<file path="src/rtl/clkdiv_pkg.sv">
// Shared constants and helpers for the clock_div_bank clock-enable generator.
package clkdiv_pkg;

  localparam int unsigned CLKDIV_MAX_CH          = 16;
  localparam int unsigned CH_IDX_W               = 4;
  localparam int unsigned CLKDIV_DIV_W_DEFAULT   = 16;
  localparam logic [15:0] CLKDIV_DIV_DEFAULT_5MS = 16'd19999;

  // True when a configuration index addresses channel ch of the bank.
  function automatic logic ch_hit(input logic [CH_IDX_W-1:0] idx, input int unsigned ch);
    return (ch < CLKDIV_MAX_CH) && (int'(idx) == int'(ch));
  endfunction

endpackage

</file>
<file path="src/rtl/div_channel.sv">
// One programmable enable channel: period counter, live and pending divisor, square/tick registers.
// With CLKDIV_PHASE_EN defined the channel also keeps a start-phase register used on sync.
module div_channel
  import clkdiv_pkg::*;
#(
  parameter int unsigned      DIV_W       = CLKDIV_DIV_W_DEFAULT,
  parameter logic [DIV_W-1:0] DIV_DEFAULT = DIV_W'(CLKDIV_DIV_DEFAULT_5MS)
) (
  input  logic             clk_in,
  input  logic             reset_n,
  input  logic             en,
  input  logic             sync,
  input  logic             wr,
  input  logic [DIV_W-1:0] wr_div,
`ifdef CLKDIV_PHASE_EN
  input  logic [DIV_W-1:0] wr_phase,
`endif
  output logic             sq,
  output logic             tick,
  output logic             pend
);

  localparam logic [DIV_W-1:0] CNT_ZERO = {DIV_W{1'b0}};
  localparam logic [DIV_W-1:0] CNT_ONE  = {{(DIV_W-1){1'b0}}, 1'b1};

  logic [DIV_W-1:0] cnt;
  logic [DIV_W-1:0] div;
  logic [DIV_W-1:0] pend_div;
  logic [DIV_W-1:0] cnt_nxt;
  logic [DIV_W-1:0] div_nxt;
  logic [DIV_W-1:0] pend_div_nxt;
  logic [DIV_W-1:0] start_cnt;
  logic             pend_nxt;
  logic             sq_nxt;
  logic             tick_nxt;
  logic             wrap;
  logic             apply;
`ifdef CLKDIV_PHASE_EN
  logic [DIV_W-1:0] phase;
  logic [DIV_W-1:0] phase_nxt;
`endif

  // Next-state logic: a pending divisor lands only at a period boundary, sync or while idle.
  always_comb begin
    wrap         = (cnt == div);
    apply        = 1'b0;
    div_nxt      = div;
    pend_div_nxt = pend_div;
    pend_nxt     = pend;
    cnt_nxt      = cnt;
    start_cnt    = CNT_ZERO;
    sq_nxt       = 1'b0;
    tick_nxt     = 1'b0;
`ifdef CLKDIV_PHASE_EN
    phase_nxt    = phase;
`endif

    if (en) begin
      apply = pend & (sync | wrap);
    end else begin
      apply = pend;
    end

    if (apply) begin
      div_nxt  = pend_div;
      pend_nxt = 1'b0;
    end else begin
      div_nxt  = div;
    end

    // Sync start point is judged against the divisor that will be live after the apply.
`ifdef CLKDIV_PHASE_EN
    if (phase <= div_nxt) begin
      start_cnt = phase;
    end else begin
      start_cnt = CNT_ZERO;
    end
`else
    start_cnt = CNT_ZERO;
`endif

    if (!en) begin
      cnt_nxt = CNT_ZERO;
    end else if (sync) begin
      cnt_nxt = start_cnt;
    end else if (wrap) begin
      cnt_nxt = CNT_ZERO;
    end else begin
      cnt_nxt = cnt + CNT_ONE;
    end

    if (en) begin
      sq_nxt   = (cnt <= {1'b0, div[DIV_W-1:1]});
      tick_nxt = wrap & ~sync;
    end else begin
      sq_nxt   = 1'b0;
      tick_nxt = 1'b0;
    end

    // A write issued on the apply cycle stays pending for the next boundary.
    if (wr) begin
      pend_div_nxt = wr_div;
      pend_nxt     = 1'b1;
`ifdef CLKDIV_PHASE_EN
      phase_nxt    = wr_phase;
`endif
    end else begin
      pend_div_nxt = pend_div;
    end
  end

  // Channel state and registered outputs.
  always_ff @(posedge clk_in or negedge reset_n) begin
    if (!reset_n) begin
      cnt      <= CNT_ZERO;
      div      <= DIV_DEFAULT;
      pend_div <= CNT_ZERO;
      pend     <= 1'b0;
      sq       <= 1'b0;
      tick     <= 1'b0;
`ifdef CLKDIV_PHASE_EN
      phase    <= CNT_ZERO;
`endif
    end else begin
      cnt      <= cnt_nxt;
      div      <= div_nxt;
      pend_div <= pend_div_nxt;
      pend     <= pend_nxt;
      sq       <= sq_nxt;
      tick     <= tick_nxt;
`ifdef CLKDIV_PHASE_EN
      phase    <= phase_nxt;
`endif
    end
  end

endmodule

</file>
<file path="src/rtl/clock_div_bank.sv">
// Bank of N_CH programmable clock-enable channels: config write decode and sync fan-out.
// Optional per-channel sync start phase (cfg_phase port) when CLKDIV_PHASE_EN is defined.
module clock_div_bank
  import clkdiv_pkg::*;
#(
  parameter int unsigned      N_CH        = 4,
  parameter int unsigned      DIV_W       = CLKDIV_DIV_W_DEFAULT,
  parameter logic [DIV_W-1:0] DIV_DEFAULT = DIV_W'(CLKDIV_DIV_DEFAULT_5MS)
) (
  input  logic                clk_in,
  input  logic                reset_n,
  input  logic [N_CH-1:0]     ch_en,
  input  logic                sync_i,
  input  logic                cfg_wr,
  input  logic [CH_IDX_W-1:0] cfg_ch,
  input  logic [DIV_W-1:0]    cfg_div,
`ifdef CLKDIV_PHASE_EN
  input  logic [DIV_W-1:0]    cfg_phase,
`endif
  output logic [N_CH-1:0]     sq_o,
  output logic [N_CH-1:0]     tick_o,
  output logic [N_CH-1:0]     cfg_pend
);

  logic [N_CH-1:0] wr_sel;

  for (genvar g = 0; g < N_CH; g++) begin : g_ch
    // Indices at or above N_CH match no channel, so such writes are dropped.
    assign wr_sel[g] = cfg_wr & ch_hit(cfg_ch, g);

    div_channel #(
      .DIV_W       (DIV_W),
      .DIV_DEFAULT (DIV_DEFAULT)
    ) u_ch (
      .clk_in   (clk_in),
      .reset_n  (reset_n),
      .en       (ch_en[g]),
      .sync     (sync_i),
      .wr       (wr_sel[g]),
      .wr_div   (cfg_div),
`ifdef CLKDIV_PHASE_EN
      .wr_phase (cfg_phase),
`endif
      .sq       (sq_o[g]),
      .tick     (tick_o[g]),
      .pend     (cfg_pend[g])
    );
  end

endmodule

</file>
<file path="config.mk">
export PLATFORM = sky130hd
export DESIGN_NAME = clock_div_bank
export DESIGN_NICKNAME = d
export VERILOG_FILES = /design/src/rtl/clkdiv_pkg.sv /design/src/rtl/div_channel.sv /design/src/rtl/clock_div_bank.sv
export SDC_FILE = /design/constraint.sdc
export NUM_CORES = 1
export LEC_CHECK = 0
export CAP_MARGIN = 30
export CORE_AREA = 2 2 157 159
export DETAILED_ROUTE_END_ITERATION = 12
export DIE_AREA = 0 0 159 161
export PLACE_DENSITY = 0.63
export RECOVER_POWER = 25
export SYNTH_ARGS = -nofsm -noshare
export SYNTH_HDL_FRONTEND = slang
export SYNTH_SLANG_ARGS = --single-unit
</file>
<file path="constraint.sdc">
create_clock -name clk_in -period 2 [get_ports clk_in]
set_input_delay 0.4 -clock clk_in [delete_from_list [all_inputs] [get_ports clk_in]]
set_output_delay 0.4 -clock clk_in [all_outputs]
set_load 0.02 [all_outputs]
</file>
# [Word level (Yosys, flattened, before mapping)]
# Index checks and enable logic that the tools add are counted.
[word_totals] ff_bits=204 wordCells=93
[op_classes] n_lt_le_gt_ge=4 eq_ne=7 bitwise=17 n_reduce_logical=5 n_addsub=4 mux=32
[ops] operator="two-way mux 16 bit" n=12
[ops] operator="adder 16 x 1 -> 16 bit, second input constant" n=4
[ops] operator="equality test 16 bit" n=4
[ops] operator="<= comparator 16 x 15 -> 1 bit" n=4
[ops] operator="two-way mux 1 bit" n=20
[ops] operator="AND 1 bit" n=12
[ops] operator="equality test 4 x 3 -> 1 bit, second input constant" n=2
[ops] operator="nonzero test 2 bit" n=4
[ops] operator="equality test 4 x 2 -> 1 bit, second input constant" n=1
[ops] operator="logical NOT 4 bit" n=1
[ops] operator="bitwise OR 1 bit" n=4
[ops] operator="NOT 1 bit" n=1

# [Logic depth before layout (Yosys ltp)]
[depth] depth_word=6 depth_mapped=7 mapped_depth_nobuf=7

# [By module]
# From an unflattened synthesis, not the netlist that was laid out.
[unflattened] hier_cells=901 area_unflattened_um2=10810.4
[modules_own_cells] module="div_channel" cells_each=224 area_each_um2=2686.3 seq_area_each_um2=1287.5 instances=4
[modules_own_cells] module="clock_div_bank" cells_each=5 area_each_um2=65.1 seq_area_each_um2=0.0 instances=1

# [Least setup slack after synthesis]
# OpenSTA, ideal clock, no wires.
[synth_path] kind="register -> register" start="reg g_ch[3].u_ch.cnt[7]" end="reg g_ch[3].u_ch.div[12]" path_slack_ns=0.072 required_ns=1.875 setup_time_ns=0.125 n_path_buf=2 arrival_time_ns=1.803 path_stages_with_launch=8 path_cell_list="dfrtp_1 -> xor2_1 -> nor4_1 -> nand4_1 -> a31o_1 -> buf_6 -> buf_6 -> mux2_4"
[synth_between] elab_chain_len=4
[synth_lines] item="from (decl)" line="div_channel.sv:26" text="logic [DIV_W-1:0] cnt;"
[synth_lines] item="from (signal assigned)" line="div_channel.sv:125" text="cnt <= cnt_nxt;"
[synth_lines] item="equality test 16 bit" line="div_channel.sv:45" text="wrap = (cnt == div);"
[synth_lines] item="bitwise OR 1 bit" line="div_channel.sv:59" text="apply = pend & (sync | wrap);"
[synth_lines] item="AND 1 bit" line="div_channel.sv:59"
[synth_lines] item="two-way mux 1 bit" line="div_channel.sv:58" text="if (en) begin"
[synth_lines] item="to (signal assigned)" line="div_channel.sv:126" text="div <= div_nxt;"
[synth_lines] item="to (decl)" line="div_channel.sv:27" text="logic [DIV_W-1:0] div;"
# No other way between the ends.
# A chain may end at the register's enable or synchronous reset.

# [Worst setup path in the final report]
[layout_path] start="reg g_ch[2].u_ch.cnt[5]" end="reg g_ch[2].u_ch.div[13]"
[layout_between] elab_chain_len=4
[layout_lines] item="from (decl)" line="div_channel.sv:26"
[layout_lines] item="from (signal assigned)" line="div_channel.sv:125"
[layout_lines] item="equality test 16 bit" line="div_channel.sv:45"
[layout_lines] item="bitwise OR 1 bit" line="div_channel.sv:59"
[layout_lines] item="AND 1 bit" line="div_channel.sv:59"
[layout_lines] item="two-way mux 1 bit" line="div_channel.sv:58"
[layout_lines] item="to (signal assigned)" line="div_channel.sv:126"
[layout_lines] item="to (decl)" line="div_channel.sv:27"
# No other way between the ends.

==> impl_metrics.ini <==
[layout]
fin_util_pct = 54.9
stdcell_area_um2 = 13200
fillers = 2047
nNetsFinal = 1126
ff_latch_area_um2 = 5150
multi_input_area_um2 = 5120
area_growth_syn_to_layout_pct = 24.0
layout-drive-gt1-share_pct = 31.5
antennaDiodeCount = 0

[critical_path]
worstSetupPathType = register to register
crit_fanout = 8
r2r_setup_slack_ns = -0.05
worstPathArrival_ns = 2.46
rr_endpoint = g_ch[2].u_ch.div[13]
crit_family = simple AND/OR/NAND/NOR gates
start_kind = register
worstSetupEndpointType = register
r2r-start = g_ch[2].u_ch.cnt[5]
critPathSlowestCell = dfrtp_2
worstSetupEndpoint = g_ch[2].u_ch.div[13]
ff2ff_path_depth = 6
crit_start = g_ch[2].u_ch.cnt[5]
cp.depth = 6
crit_required_ns = 2.40
worst-path-buf-inv = 1
cp_cell_sequence = xor2_1 -> nor4_1 -> nand4_1 -> a31o_4 -> buf_12 -> mux2_4
cpPeakStageDelay_ns = 0.45

[floorplanning]
die_w_um = 159
start_util_pct = 44.3
fp.dieH_um = 161
dieArea_um2 = 25600
rows = 57
design.core.area_um2 = 24000
ios = 40

[grt]
first_global_vias = 6967
grt_pass1_wl_mm = 36.8
grt_util_all_layers_pct = 17.8
grt-ovfl-total = 0
grt_max_degree = 61
antenna_found_initial = 0

[power]
pwr-share-clk_pct = 32.7
swShare_pct = 28.5
p_switching_uw = 3900
max-vdd-ir-drop_v = 0.000612
leakage_uw = 0.00633
internal_power_uw = 9780
combPwrFrac_pct = 24.7
pwr-share-seq_pct = 42.6
pwr_density_cell_nw_per_um2 = 1040

[clock_network]
cts_buffers = 23
cts_root_buf = clkbuf_16
cts_max_level = 1
cts.reportedPaths.clkPinSlew_ns = 0.06
worst_skew_pair.late_latency_ns = 0.52
cts_tree = built
cts.sinks = 204
clockBufferDepth = 3

[detailed_routing]
drt_first_iter_violations = 208
vias = 6810
drc = 0
vias_per_cell = 4.95
drtPass1Iterations = 4
wire_per_inst_um = 16.5
wl_mm = 22.7
detail-route-antenna-nets = 0

[yosys]
syn_nets = 990
synth.top_cell.area_share_pct = 39.6
syn_area_um2 = 10600
synth_edf_count = 0
avgSynthCellArea_um2 = 11.8
synth_cells = 898
synth-seq-cells = 204
seq_area_frac_synth_pct = 48.5
ys.flop_type = dfrtp_1
yosys_warnings = 0
synthTopCellsByArea = dfrtp_1, mux2_2, dfstp_2
synth_top_area_cell = dfrtp_1
synthDistinctLibCells = 39
synthArstFlopShare_pct = 100

[place]
port_buffers = 39
globalplace.congestion = 0.819
place_area_um2 = 12100
dp_hpwl_mm = 16.3

[outcome]
outcome = complete, but fails checks
violations = setup timing

[sta]
hold_ws_ns = 0.500
hold_viol_final = 0
drv_slew = 0
setup_tns_ns = -0.490
skew_ns = 0.00869
min_period_ns = 2.05
worst_slack_ns = -0.0541
rsz0062_at_grt = yes
fmax_ghz = 0.487
finalSetupViolCount = 18
slew_headroom_pct = 41.4
worst_pin_slew_ns = 0.878
finalCritPeriodShare_pct = 103

[job]
maxCapViolations = 0

[worst_hold_path]
min_path_type = register to register
==> power by group through the flow <==
stage / logic, uW / registers, uW / clock network, uW
after floorplan: 2260 / 5680 / 0
after global placement: 3040 / 5860 / 0
after detailed placement: 3120 / 5870 / 0
after CTS: 3180 / 5820 / 4570
after global routing: 3780 / 5950 / 4760
final: 3370 / 5830 / 4470
==> area by class of cell <==
class | instances | share of cell area [%]
flip-flops and latches | 204 | 39.2
clock buffers | 29 | 4.70
inverters | 74 | 2.11
multi-input cells | 591 | 38.9
well taps | 324 | 3.08
repair buffers | 140 | 10.6
clock inverters | 13 | 1.46
==> cell usage in the layout (no fill, tap or decap), types with 3 or more instances in the layout <==
master           count
inv_1               73
nor2b_1              4
nor3b_1              5
a22oi_1              4
xor2_1              94
nand4_1             21
and4_1               4
nor4_2               6
a21oi_1             12
or2_4                4
nand3_1             27
nor3_1               7
clkbuf_16           28
xnor2_1             24
nand3b_1             5
o211ai_1             8
buf_4               76
dfrtp_1            166
a21o_1              16
mux2_2              88
dfstp_2             36
clkbuf_1             5
o311a_1              4
ha_1                63
a211oi_1             4
a31o_4               3
and3_1               8
nor4_1              13
buf_12              13
nor2_1              84
clkinvlp_4           6
and3_4               3
bufinv_16            4
mux2_4              40
clkdlybuf4s50_1     38
nand2_1             24
==> worst min path at each step <==
stage                         startpoint              endpoint  slack (ns)  depth (start not counted)
2_1_floorplan                    reset_n   g_ch[0].u_ch.cnt[0]        0.10                          0
3_5_place_dp                     reset_n  g_ch[2].u_ch.cnt[14]        0.43                          1
6_report        g_ch[3].u_ch.pend_div[0]   g_ch[3].u_ch.div[0]        0.50                          1
4_1_cts                          reset_n  g_ch[2].u_ch.cnt[14]        0.46                          2
3_3_place_gp                     reset_n  g_ch[2].u_ch.cnt[11]        0.42                          1
5_1_grt        g_ch[3].u_ch.pend_div[13]  g_ch[3].u_ch.div[13]        0.51                          1
==> kinds of logic (layout without fill, tap and decap cells) <==
family	after synthesis	after routing	share of synthesized area [%]
simple gates	219	219	10.3
mux	128	128	15.0
xor+xnor	120	120	9.91
fa+ha+maj	64	64	7.55
flops	204	204	48.5
buf+inv	103	256	4.66
compound gates	60	60	4.05
==> state kept, by name, summed over array words and instances, names as in the netlist <==
signal and flops:
g_ch.u_ch.div 64, g_ch.u_ch.pend 4, g_ch.u_ch.tick 4, g_ch.u_ch.cnt 64
g_ch.u_ch.sq 4, g_ch.u_ch.pend_div 64
==> routing by layer <==
layer | vias to the layer above | routed length, um | GRT usage, %
met1 | 3333 | 10700 | 24.9
met3 | 37 | 687 | 2.39
met2 | 75 | 10800 | 29.5
met5 | - | 0 | 0
li1 | 3365 | - | -
met4 | 0 | 518 | 4.46
==> timing repair <==
action                                  CTS  global route
endpoints found under the setup margin   26            93
pin swaps                                11            17
hold buffers                              1             0
buffers inserted                          3             3
hold endpoints to repair                 39             0
cloned                                    0             6
gates resized for setup                   3            30
==> stage by stage <==
stage	setup WS [ns]	instances	power (uW)
6_report	-0.0541	1375	13700
5_1_grt	-0.140	1375	14500
4_1_cts	-0.00366	1368	13600
3_5_place_dp	-0.100	1322	9000
3_3_place_gp	-0.0533	1322	8910
2_1_floorplan	0.0716	898	7930
==> synth_stat cells, types with 11 or more instances <==
cell and n:
nand3_1 29, nor4_1 18, buf_4 12, mux2_2 88
nand4_1 21, nand2_1 24, xnor2_1 24, nor2_1 84
inv_1 73, dfstp_2 36, and3_1 11, a21o_1 16
a21oi_1 12, ha_1 64, mux2_4 40, xor2_1 96
dfrtp_1 168
No activity file was read; power rests on OpenSTA's default activity.
